==> src/rtl/lsu.sv <==
// Load/store unit for the hxd32 execute stage: one request/grant/response data-memory
// transaction per instruction, with byte-enable/replication for stores and extension for loads.
module lsu #(
  parameter int unsigned XLEN = 32
) (
  input  logic            clk_i,
  input  logic            rst_n_i,
  input  logic            lsu_valid_i,
  output logic            lsu_ready_o,
  input  logic            lsu_we_i,
  input  logic [2:0]      lsu_funct3_i,
  input  logic [XLEN-1:0] lsu_addr_i,
  input  logic [XLEN-1:0] lsu_wdata_i,
  output logic            lsu_done_o,
  output logic            lsu_err_o,
  output logic [XLEN-1:0] lsu_rdata_o,
  output logic            dmem_req_o,
  output logic            dmem_we_o,
  output logic [3:0]      dmem_be_o,
  output logic [XLEN-1:0] dmem_addr_o,
  output logic [XLEN-1:0] dmem_wdata_o,
  input  logic            dmem_gnt_i,
  input  logic            dmem_rvalid_i,
  input  logic [XLEN-1:0] dmem_rdata_i
);

  typedef enum logic [1:0] {StIdle, StReq, StResp, StDone} state_e;

  state_e            r_state;
  state_e            w_state_d;
  logic              r_we;
  logic [2:0]        r_funct3;
  logic [XLEN-1:0]   r_addr;
  logic [XLEN-1:0]   r_wdata;
  logic              r_err;
  logic [XLEN-1:0]   r_rdata;

  logic              w_misaligned;
  logic              w_invalid;
  logic              w_bad;
  logic [3:0]        w_be;
  logic [XLEN-1:0]   w_bus_wdata;
  logic [7:0]        w_byte;
  logic [15:0]       w_half;
  logic [XLEN-1:0]   w_load_data;

  // Request check on the incoming (not yet captured) request.
  always_comb begin
    w_misaligned = 1'b0;
    w_invalid    = 1'b0;
    unique case (lsu_funct3_i)
      3'b000, 3'b100: w_misaligned = 1'b0;
      3'b001, 3'b101: w_misaligned = lsu_addr_i[0];
      3'b010:         w_misaligned = (lsu_addr_i[1:0] != 2'b00);
      default:        w_invalid    = 1'b1;
    endcase
    // BU/HU have no store counterpart.
    if (lsu_we_i && lsu_funct3_i[2]) begin
      w_invalid = 1'b1;
    end
    w_bad = w_invalid | (w_misaligned & ~w_invalid);
  end

  always_comb begin
    w_be        = 4'b1111;
    w_bus_wdata = r_wdata;
    unique case (r_funct3[1:0])
      2'b00: begin
        w_be        = 4'b0001 << r_addr[1:0];
        w_bus_wdata = {4{r_wdata[7:0]}};
      end
      2'b01: begin
        w_be        = r_addr[1] ? 4'b1100 : 4'b0011;
        w_bus_wdata = {2{r_wdata[15:0]}};
      end
      default: begin
        w_be        = 4'b1111;
        w_bus_wdata = r_wdata;
      end
    endcase
  end

  always_comb begin
    w_byte = dmem_rdata_i[7:0];
    unique case (r_addr[1:0])
      2'b00: w_byte = dmem_rdata_i[7:0];
      2'b01: w_byte = dmem_rdata_i[15:8];
      2'b10: w_byte = dmem_rdata_i[23:16];
      2'b11: w_byte = dmem_rdata_i[31:24];
      default: w_byte = dmem_rdata_i[7:0];
    endcase
    w_half = r_addr[1] ? dmem_rdata_i[31:16] : dmem_rdata_i[15:0];
    unique case (r_funct3[1:0])
      2'b00:   w_load_data = {{24{w_byte[7] & ~r_funct3[2]}}, w_byte};
      2'b01:   w_load_data = {{16{w_half[15] & ~r_funct3[2]}}, w_half};
      default: w_load_data = dmem_rdata_i;
    endcase
  end

  always_comb begin
    w_state_d = r_state;
    unique case (r_state)
      StIdle: if (lsu_valid_i) w_state_d = w_bad ? StDone : StReq;
      StReq:  if (dmem_gnt_i) w_state_d = StResp;
      StResp: if (dmem_rvalid_i) w_state_d = StDone;
      StDone: w_state_d = StIdle;
      default: w_state_d = StIdle;
    endcase
  end

  always_ff @(posedge clk_i or negedge rst_n_i) begin
    if (!rst_n_i) begin
      r_state <= StIdle;
    end else begin
      r_state <= w_state_d;
    end
  end

  always_ff @(posedge clk_i or negedge rst_n_i) begin
    if (!rst_n_i) begin
      r_we     <= 1'b0;
      r_funct3 <= 3'b000;
      r_addr   <= '0;
      r_wdata  <= '0;
      r_err    <= 1'b0;
      r_rdata  <= '0;
    end else begin
      if (r_state == StIdle && lsu_valid_i) begin
        r_we     <= lsu_we_i;
        r_funct3 <= lsu_funct3_i;
        r_addr   <= lsu_addr_i;
        r_wdata  <= lsu_wdata_i;
        r_err    <= w_bad;
        if (w_bad) begin
          r_rdata <= '0;
        end
      end
      if (r_state == StResp && dmem_rvalid_i && !r_we) begin
        r_rdata <= w_load_data;
      end
    end
  end

  assign lsu_ready_o  = (r_state == StIdle);
  assign lsu_done_o   = (r_state == StDone);
  assign lsu_err_o    = r_err;
  assign lsu_rdata_o  = r_rdata;
  // Strobes are gated by state so they idle low; data/address hold the captured request.
  assign dmem_req_o   = (r_state == StReq);
  assign dmem_we_o    = (r_state == StReq) & r_we;
  assign dmem_be_o    = (r_state == StReq) ? w_be : 4'b0000;
  assign dmem_addr_o  = {r_addr[XLEN-1:2], 2'b00};
  assign dmem_wdata_o = w_bus_wdata;

endmodule
==> config.mk <==
export PLATFORM = sky130hd
export DESIGN_NAME = lsu
export DESIGN_NICKNAME = d
export VERILOG_FILES = /design/src/rtl/lsu.sv
export SDC_FILE = /design/constraint.sdc
export NUM_CORES = 1
export LEC_CHECK = 0
export CELL_PAD_IN_SITES_DETAIL_PLACEMENT = 2
export CELL_PAD_IN_SITES_GLOBAL_PLACEMENT = 2
export CORE_AREA = 2 2 141 143
export DETAILED_ROUTE_END_ITERATION = 8
export DIE_AREA = 0 0 143 145
export PLACE_DENSITY_LB_ADDON = 0.25
export RECOVER_POWER = 50
export SLEW_MARGIN = 20
export SYNTH_ARGS = -nofsm -noshare
export SYNTH_HDL_FRONTEND = slang
export SYNTH_SLANG_ARGS = --single-unit
==> constraint.sdc <==
create_clock -name clk_i -period 2.35 [get_ports clk_i]
set_clock_uncertainty 0.2 [all_clocks]
set_input_delay 0.47 -clock clk_i [delete_from_list [all_inputs] [get_ports clk_i]]
set_output_delay 0.47 -clock clk_i [all_outputs]
set_load 0.02 [all_outputs]
==> key figures <==
Critical path
  – CP required: 1.68 ns
  – FF-to-FF End: lsu_rdata_o[24]
  – Slowest CP cell: dfrtp_2
  – Endpoint type of the worst setup path: output port
  – Cell family with most CP delay: buffers and inverters
  – Buf+Inv Stages, Crit Path: 3
  – Max Fanout on Critical Path: 12
  – Crit path arrival time: 1.63 ns
  – Worst Path Class, Setup: register to output port
  – CP Cell Sequence: buf_4 -> clkbuf_16 -> o21ai_0 -> dlygate4sd1_1
  – Worst r2r path cells: 5
  – Slowest stage delay, CP: 0.46 ns
  – Type of origin of the critical path: register
  – R2R Path Start: r_addr[1]
  – Reg2Reg Setup Slack: 0.18 ns

Hold path
  – Min-Delay Startpoint: lsu_rdata_o[6]
  – Worst Hold Path EP: lsu_rdata_o[6]
  – Worst hold path cell count: 1
  – Worst Hold Class: register to register

Die
  – Num rows: 51
  – DIE AREA: 0.02074 mm^2
  – Die H: 145 um
  – Core ar.: 0.01921 mm^2
  – Initial core utilization: 0.2667
  – Die X: 143 um
  – Number of I/O pins: 210

Detailed routing
  – 1st-iter DRT viols: 127
  – DRC Markers: 0
  – Drt wl/cell: 19.72 um
  – Post-route ant nets: 0
  – DRT Pass-1 Iters: 4
  – Final WL: 17410 um
  – Total number of vias: 4167
  – Via density: 4.719

Timing
  – Min Clock Period, post-route: 2.302 ns
  – Rel. slew slack: 0.3917
  – Final worst-path cycle share: 0.9795
  – Endpoints failing hold: 0
  – Slew Limit Fails: 0
  – Tightest Pin Transition: 0.9125 ns
  – Setup total negative slack: 0 ns
  – Finish-stage setup viols: 0
  – Max Fclk: 434.4 MHz

Layout
  – Final std cells w/o fill: 883
  – # nets final: 722
  – Fin util: 0.4011
  – Fraction of final layout cells sized beyond drive strength 1: 0.2476
  – N_diodes: 0
  – Synth-to-Final Area Change: 50.42%

Yosys
  – Syn Area/Cell: 11.97 um^2
  – Distinct cells, synth: 37
  – Synthesized cell area: 0.005122 mm^2
  – Area leader, netlist: dfrtp_1
  – Synth warnings: 0
  – Top_reg_cell synth: dfrtp_1
  – Seq cells post-synth: 103
  – Top-area cell type share of the netlist area: 0.5032
  – Async set-reset flop share out of synthesis: 1.000
  – Post-synthesis sequential area ratio: 0.5032
  – Top cells by area, synth: dfrtp_1, mux2_2, buf_4
  – Number of synthesized flops with an enable pin: 0
  – Syn Inst Count: 428

Global route
  – Number of global-route vias before repair: 4697
  – Initial antenna violation count: 2
  – Maximum number of pins on one net before global-route repair: 55
  – All-Layer GR Usage: 0.1683
  – Total gr overflow: 0
  – First-pass GRT wire length: 26970 um

Power
  – Power Dens Cells: 1414 mW/mm^2
  – Worst IR drop on VDD: 0.5904 mV
  – Leakage: 3.267 nW

Clock network
  – Clk_lat worst skew: 0.35 ns
  – TritonCTS clock tree: built
  – Root Buffer: clkbuf_16
  – CTS H-tree lvls: 3
  – Clk buf depth: 2
  – Clock Pin Slew Worst Setup and Hold Paths: 0.07 ns
  – Clock Sinks: 103
  – CTS buffer count: 9

Placed design
  – I/O Buffers: 207
  – Post-Place Cells: 863
  – Post-DP HPWL: 13240 um
  – RePlAce Congestion: 0.7761

Run
  – Max cap viols: 0

Status
  – Run status: completed
[cell usage in the layout, fill, tap and decap left out, types with 3 or more instances in the layout]
cell type / n
a21oi_1: 9
dfrtp_1: 101
dlygate4sd3_1: 23
dlygate4sd2_1: 10
clkbuf_16: 10
clkdlybuf4s50_1: 153
a22o_1: 9
clkbuf_1: 4
clkbuf_2: 13
nand3_1: 7
o21ai_0: 11
buf_12: 7
a22oi_1: 7
a221o_1: 16
mux2_1: 10
mux2_2: 78
buf_4: 17
mux2i_1: 9
a221oi_1: 9
nand2_1: 23
inv_1: 7
nand2b_1: 8
o2bb2ai_1: 15
nor2_1: 9
buf_2: 8
ha_1: 3
[routing by layer]
layer | GRT usage | vias up | part of all wire
li1 | - | 1888 | -
met1 | 0.2000 | 2121 | 0.41
met2 | 0.2916 | 142 | 0.50
met3 | 0.05281 | 14 | 0.079
met4 | 0.04455 | 2 | 0.011
met5 | 0 | - | 0.00092
[power breakdown]
part	switching, mW	internal, mW	total [mW]	leakage, nW
combinational	3.15	3.02	6.16	1.87
sequential	0.586	2.59	3.17	1.26
clock	0.700	0.862	1.56	0.139
[synthesized netlist by cell type (2+ instances only)]
library cell    n
buf_4          40
a221o_1        16
a22o_1          9
o21a_1          2
inv_1           7
clkbuf_1       15
a22oi_1         7
nor2b_1         3
and2_1          2
buf_1           8
mux2i_1         9
ha_1            4
o2bb2ai_1      15
nand2_1        24
inv_2           2
a222oi_1        2
nand2b_1        8
buf_2           5
mux2_1         10
nor2_1         11
nand3_1         7
dfrtp_1       103
a21oi_1         9
a221oi_1        9
mux2_2         78
o21ai_0        12
[registers in the layout (all words and copies together) (netlist names)]
register	cells
r_addr	32
lsu_rdata_o	32
r_wdata	32
r_we	1
r_state	2
r_funct3	3
lsu_err_o	1
[worst max-delay path by stage]
stage / startpoint / to / slack [ns] / cells past startpoint
final: r_funct3[1] / dmem_wdata_o[28] / 0.05 / 4
after global routing: r_funct3[1] / dmem_be_o[0] / -0.003 / 6
after detailed placement: dmem_rdata_i[31] / lsu_rdata_o[9] / -0.18 / 6
after global placement: dmem_rdata_i[31] / lsu_rdata_o[24] / -0.11 / 6
after floorplan: r_funct3[0] / dmem_wdata_o[24] / 0.007 / 5
after CTS: r_funct3[1] / dmem_wdata_o[13] / -0.04 / 4
[final cells by class]
cell class,count,area [um^2]
Sequential cell,103,2580
Multi-Input combinational cell,249,2132
Timing Repair Buffer,241,2327
Inverter,9,33.78
Tap cell,265,331.6
Clock buffer,12,246.5
Fill cell,2006,11500
Clock inverter,4,53.80
[timing repair]
action,4_1_cts,5_1_grt
gates cloned,0,1
setup endpoints to repair,31,27
gates resized for setup,64,38
hold buffers,1,0
buffers inserted,0,2
hold endpoints to repair,13,0
[through the flow]
step | power [mW] | hold WS (ns) | instance area (um^2) | worst slack, ns
after global placement | 9.473 | 0.1420 | 7418 | -0.1081
after detailed placement | 9.690 | 0.1436 | 7418 | -0.1752
final | 10.90 | 0.2884 | 7705 | 0.04806
after CTS | 11.09 | 0.3002 | 7706 | -0.03831
after floorplan | 7.023 | -0.02559 | 5126 | 0.007263
after global routing | 11.62 | 0.3037 | 7705 | -0.002655
[cells by family (layout without fill, tap and decap cells)]
group,after synthesis,after routing,synth area share
simple gates,61,61,0.05740
mux,97,97,0.2110
compound gates,85,85,0.1309
buf+inv,77,266,0.08696
fa+ha+maj,4,4,0.009771
other cells,1,2,0.0007321
flops,103,103,0.5032
(Power assumes the default switching activity.)
